File: src/rtl/cm3_in_stage.sv
// Per-master AHB input stage: holds an address phase until the target output stage grants it.
// Optional held-transfer timeout with forced two-cycle ERROR: define CM3_IN_TIMEOUT_EN.
module cm3_in_stage #(
   parameter int unsigned TIMEOUT_CYCLES = 256
) (
   input  logic        HCLK,
   input  logic        HRESETn,
   input  logic        HSELS,
   input  logic [31:0] HADDRS,
   input  logic [1:0]  HTRANSS,
   input  logic        HWRITES,
   input  logic [2:0]  HSIZES,
   input  logic [2:0]  HBURSTS,
   input  logic [3:0]  HPROTS,
   input  logic [3:0]  HMASTERS,
   input  logic        HMASTLOCKS,
   input  logic        HREADYS,
   input  logic        active_ip,
   input  logic        readyout_ip,
   input  logic [1:0]  resp_ip,
   output logic        sel_ip,
   output logic [31:0] addr_ip,
   output logic [1:0]  trans_ip,
   output logic        write_ip,
   output logic [2:0]  size_ip,
   output logic [2:0]  burst_ip,
   output logic [3:0]  prot_ip,
   output logic [3:0]  master_ip,
   output logic        mastlock_ip,
   output logic        held_tran_ip,
   output logic        HREADYOUTS,
   output logic [1:0]  HRESPS
);

   localparam logic [1:0] RESP_OKAY  = 2'b00;
   localparam logic [1:0] RESP_ERROR = 2'b01;

   generate
      if (TIMEOUT_CYCLES < 2) begin : g_bad_timeout
         $error("cm3_in_stage: TIMEOUT_CYCLES must be >= 2");
      end
   endgenerate

   typedef struct packed {
      logic        sel;
      logic [31:0] addr;
      logic [1:0]  trans;
      logic        write;
      logic [2:0]  size;
      logic [2:0]  burst;
      logic [3:0]  prot;
      logic [3:0]  master;
      logic        mastlock;
   } ahb_ctrl_t;

   typedef enum logic [2:0] {
      ST_IDLE,
      ST_PEND,
      ST_DPH,
      ST_ERR1,
      ST_ERR2
   } state_t;

   state_t    state;
   state_t    req_next;
   ahb_ctrl_t live;
   ahb_ctrl_t hold;
   ahb_ctrl_t out;
   logic      trans_valid;

   assign live = '{sel: HSELS, addr: HADDRS, trans: HTRANSS, write: HWRITES,
                   size: HSIZES, burst: HBURSTS, prot: HPROTS,
                   master: HMASTERS, mastlock: HMASTLOCKS};

   assign trans_valid = HSELS & HTRANSS[1] & HREADYS;
   // Next state for a new address phase (IDLE rules, reused after DPH and ERR2)
   assign req_next = trans_valid ? (active_ip ? ST_DPH : ST_PEND) : ST_IDLE;

   always_ff @(posedge HCLK or negedge HRESETn) begin
      if (!HRESETn) hold <= '0;
      else if (HREADYS) hold <= live;
   end

`ifdef CM3_IN_TIMEOUT_EN
   localparam int unsigned CNT_W = (TIMEOUT_CYCLES > 2) ? $clog2(TIMEOUT_CYCLES) : 1;
   localparam logic [CNT_W-1:0] CNT_LAST = CNT_W'(TIMEOUT_CYCLES - 1);

   logic [CNT_W-1:0] wait_cnt;

   // Zero outside PEND, so it reads 0 on the first PEND cycle
   always_ff @(posedge HCLK or negedge HRESETn) begin
      if (!HRESETn) wait_cnt <= '0;
      else if (state == ST_PEND) wait_cnt <= wait_cnt + CNT_W'(1);
      else wait_cnt <= '0;
   end
`endif

   always_ff @(posedge HCLK or negedge HRESETn) begin
      if (!HRESETn) begin
         state <= ST_IDLE;
      end else begin
         case (state)
            ST_IDLE: state <= req_next;
            ST_PEND: begin
               if (active_ip) state <= ST_DPH;
`ifdef CM3_IN_TIMEOUT_EN
               else if (wait_cnt == CNT_LAST) state <= ST_ERR1;
`endif
            end
            ST_DPH:  if (readyout_ip) state <= req_next;
`ifdef CM3_IN_TIMEOUT_EN
            ST_ERR1: state <= ST_ERR2;
            ST_ERR2: state <= req_next;
`endif
            default: state <= ST_IDLE;
         endcase
      end
   end

   assign out = (state == ST_PEND) ? hold : live;

   assign sel_ip      = out.sel;
   assign addr_ip     = out.addr;
   assign trans_ip    = out.trans;
   assign write_ip    = out.write;
   assign size_ip     = out.size;
   assign burst_ip    = out.burst;
   assign prot_ip     = out.prot;
   assign master_ip   = out.master;
   assign mastlock_ip = out.mastlock;

`ifdef CM3_IN_TIMEOUT_EN
   assign held_tran_ip = ((state == ST_PEND) | trans_valid) & (state != ST_ERR1);
`else
   assign held_tran_ip = (state == ST_PEND) | trans_valid;
`endif

   // Master-side response decode
   always_comb begin
      HREADYOUTS = 1'b1;
      HRESPS     = RESP_OKAY;
      case (state)
         ST_PEND: HREADYOUTS = 1'b0;
         ST_DPH: begin
            HREADYOUTS = readyout_ip;
            HRESPS     = resp_ip;
         end
`ifdef CM3_IN_TIMEOUT_EN
         ST_ERR1: begin
            HREADYOUTS = 1'b0;
            HRESPS     = RESP_ERROR;
         end
         ST_ERR2: HRESPS = RESP_ERROR;
`endif
         default: ;
      endcase
   end

endmodule

File: config.mk
export PLATFORM = sky130hd
export DESIGN_NAME = cm3_in_stage
export DESIGN_NICKNAME = d
export VERILOG_FILES = /design/src/rtl/cm3_in_stage.sv
export SDC_FILE = /design/constraint.sdc
export NUM_CORES = 1
export LEC_CHECK = 0
export ABC_AREA = 1
export CAP_MARGIN = 10
export CORE_ASPECT_RATIO = 0.75
export CORE_MARGIN = 2
export CORE_UTILIZATION = 47
export DETAILED_ROUTE_END_ITERATION = 6
export PLACE_DENSITY_LB_ADDON = 0.15
export SYNTH_ARGS = -nofsm -noshare
export SYNTH_HDL_FRONTEND = slang
export SYNTH_SLANG_ARGS = --single-unit
export TNS_END_PERCENT = 20
File: constraint.sdc
create_clock -name HCLK -period 2.8 [get_ports HCLK]
set_input_delay 0.28 -clock HCLK [delete_from_list [all_inputs] [get_ports HCLK]]
set_output_delay 0.28 -clock HCLK [all_outputs]
set_load 0.1 [all_outputs]
==> results.json <==
{
  "netlist_area_um2": 2830,
  "maxCapViolations": 0,
  "outcome": "finished, final reports clean",
  "finalMaxSlewViolations": 0,
  "worst_skew_pair.late_latency_ns": 0.29,
  "fmax_ghz": 0.422,
  "leakagePower_nw": 2.21,
  "cts_tree": "yes",
  "crit_cells": 6,
  "crit_path_end_kind": "output port",
  "reg2regPathDepth": 5,
  "critPathLaunch": "state[1]",
  "maxSlewHeadroom": 0.622,
  "synth-seq-cells": 53,
  "drtIter0Drc": 91,
  "core-area_um2": 5830,
  "hpwl_um": 5140,
  "p_sw_mw": 1.06,
  "p_seq_frac": 0.344,
  "rsz0062_at_grt": "no",
  "drc": 0,
  "grt_max_degree": 53,
  "grt_pass1_wl_um": 11400,
  "antenna_cells": 0,
  "overflow": 0,
  "routed_wl_um": 6730,
  "r2r_slack_ns": 1.52,
  "die_y_um": 71.2,
  "place_congestion": 0.763,
  "switching_share": 0.427,
  "hold_path.class": "input pin to register",
  "arrival_ns": 2.09,
  "crit_buf_inv": 3,
  "die_x_um": 93.7,
  "crit_fanout": 52,
  "critPathSlowestCell": "buf_4",
  "clkSlewWorstSetupHoldPaths_ns": 0.09,
  "fin_hold_ws_ns": 0.461,
  "ir_drop_mv": 0.307,
  "finalCritPeriodShare": 0.847,
  "setup_viol_count_final": 0,
  "clock_sinks": 53,
  "postSynthAreaPerCell_um2": 8.01,
  "critPathMaxStageDelay_ns": 0.45,
  "worstSetupPathType": "register to output port",
  "cts_root_buffer": "clkbuf_8",
  "internal-power_mw": 1.42,
  "cts-buffers-inserted": 5,
  "fin_skew_ns": 0.000157,
  "ys_types": 20,
  "placed_cells": 528,
  "synthCells": 354,
  "start_util": 0.486,
  "cts-resized-gates": 0,
  "drive_above_1_share": 0.240,
  "grt_usage": 0.213,
  "hold_viol": 0,
  "seq_area_frac_synth": 0.468,
  "clkPwrFrac": 0.164,
  "mostFrequentLayoutCells": "101 x nand2_1, 61 x o21ai_0, 57 x inv_1, 55 x clkdlybuf4s50_1, 53 x dfrtp_1",
  "crit_end": "addr_ip[19]",
  "antenna_found_initial": 0,
  "clock_path_buffers": 2,
  "area_growth_pct": 59.2,
  "critPathLaunchType": "register",
  "reg2reg_from": "state[1]",
  "htreeDepth": 2,
  "wl_per_cell_um": 12.5,
  "io_pins": 113,
  "syn_nets": 412,
  "power.density_nw_per_um2": 549,
  "worst_pin_slew_ns": 0.567,
  "combPwrFrac": 0.492,
  "min_period_ns": 2.37,
  "layout_commonest_cell": "nand2_1",
  "critPathTopFamily": "buffers and inverters",
  "io_buffers": 112,
  "postRouteAntennaNets": 0,
  "final_nets": 516,
  "num_vias": 2568,
  "drtPass1Iterations": 4,
  "grt_pass1_vias": 2570,
  "r2r-end": "state[1]",
  "required_ns": 2.52,
  "path_cells": "inv_2, nand2_4, buf_4, nand2_1, o21ai_1, buf_12",
  "yosys_warnings": 0,
  "instances_no_fill": 537,
  "vias_per_cell": 4.78,
  "dieArea_um2": 6670,
  "rows": 24
}
==> through the flow <==
| step | instance area (µm²) | TNS (ns) | power [mW] | util | setup slack (ns) |
|---|---|---|---|---|---|
| CTS | 4510 | 0 | 2.50 | 0.774 | 0.426 |
| floorplan | 2830 | -3.37 | 1.63 | - | -0.309 |
| finish | 4510 | 0 | 2.48 | 0.774 | 0.428 |
| global placement | 4420 | 0 | 2.07 | 0.759 | 0.808 |
| global route | 4510 | 0 | 2.59 | 0.774 | 0.269 |
| detailed placement | 4420 | 0 | 2.09 | 0.759 | 0.766 |
==> layer usage <==
| metal | vias to the layer above | wire (µm) | track usage |
|---|---|---|---|
| li1 | 1300 | - | - |
| met1 | 1198 | 2930 | 0.269 |
| met2 | 65 | 3320 | 0.370 |
| met3 | 5 | 438 | 0.0547 |
| met4 | 0 | 49 | 0.0515 |
| met5 | - | 0 | 0 |
==> cell families after synthesis <==
| kind of cell | Yosys count | synth area share |
|---|---|---|
| compound gates | 103 | 0.224 |
| buf+inv | 80 | 0.140 |
| flops | 53 | 0.468 |
| simple gates | 118 | 0.168 |
==> sequential cells by signal (all words and copies together) (netlist names) <==
signal  count
hold       51
state       2
==> worst min path at each step <==
stage / start / endpoint / slack [ns] / cells past startpoint
after CTS: HREADYS / hold[8] / 0.45 / 3
after floorplan: HRESETn / hold[0] / -0.02 / 0
after detailed placement: HRESETn / hold[26] / 0.27 / 1
after global routing: HREADYS / hold[10] / 0.49 / 3
final: HREADYS / hold[49] / 0.46 / 3
after global placement: HRESETn / hold[26] / 0.26 / 1
==> cell usage after synthesis, drive strengths merged <==
library cell / n / area share
buf: 15 / 0.052
clkbuf: 7 / 0.011
dfrtp: 53 / 0.47
inv: 58 / 0.077
nand2: 109 / 0.15
nand3: 2 / 0.0053
nor2: 7 / 0.0093
o21ai: 103 / 0.22
==> tightest hold or removal path, delay by kind of cell <==
kind | cells | cell delay (ns)
buffers and inverters | 1 | 0.25
AND/OR/NAND/NOR | 1 | 0.11
AO/OA/AOI/OAI | 1 | 0.07
==> final cells by class <==
class	count	area, µm²
clock buffers	8	80.1
fillers	408	1310
inverters	58	218
multi-input cells	221	1110
flip-flops and latches	53	1330
well taps	78	97.6
repair buffers	119	1680
==> what timing repair did <==
item | CTS | global route
setup buffers | 0 | 0
hold endpoints to repair | 19 | 0
hold buffers | 1 | 0
==> power groups by stage <==
stage,logic (mW),clock network (mW),registers [mW]
after floorplan,0.772,0,0.863
after global routing,1.28,0.450,0.860
after detailed placement,1.22,0,0.868
final,1.22,0.406,0.852
after global placement,1.21,0,0.865
after CTS,1.23,0.421,0.853
No activity file was read; power rests on OpenSTA's default activity.
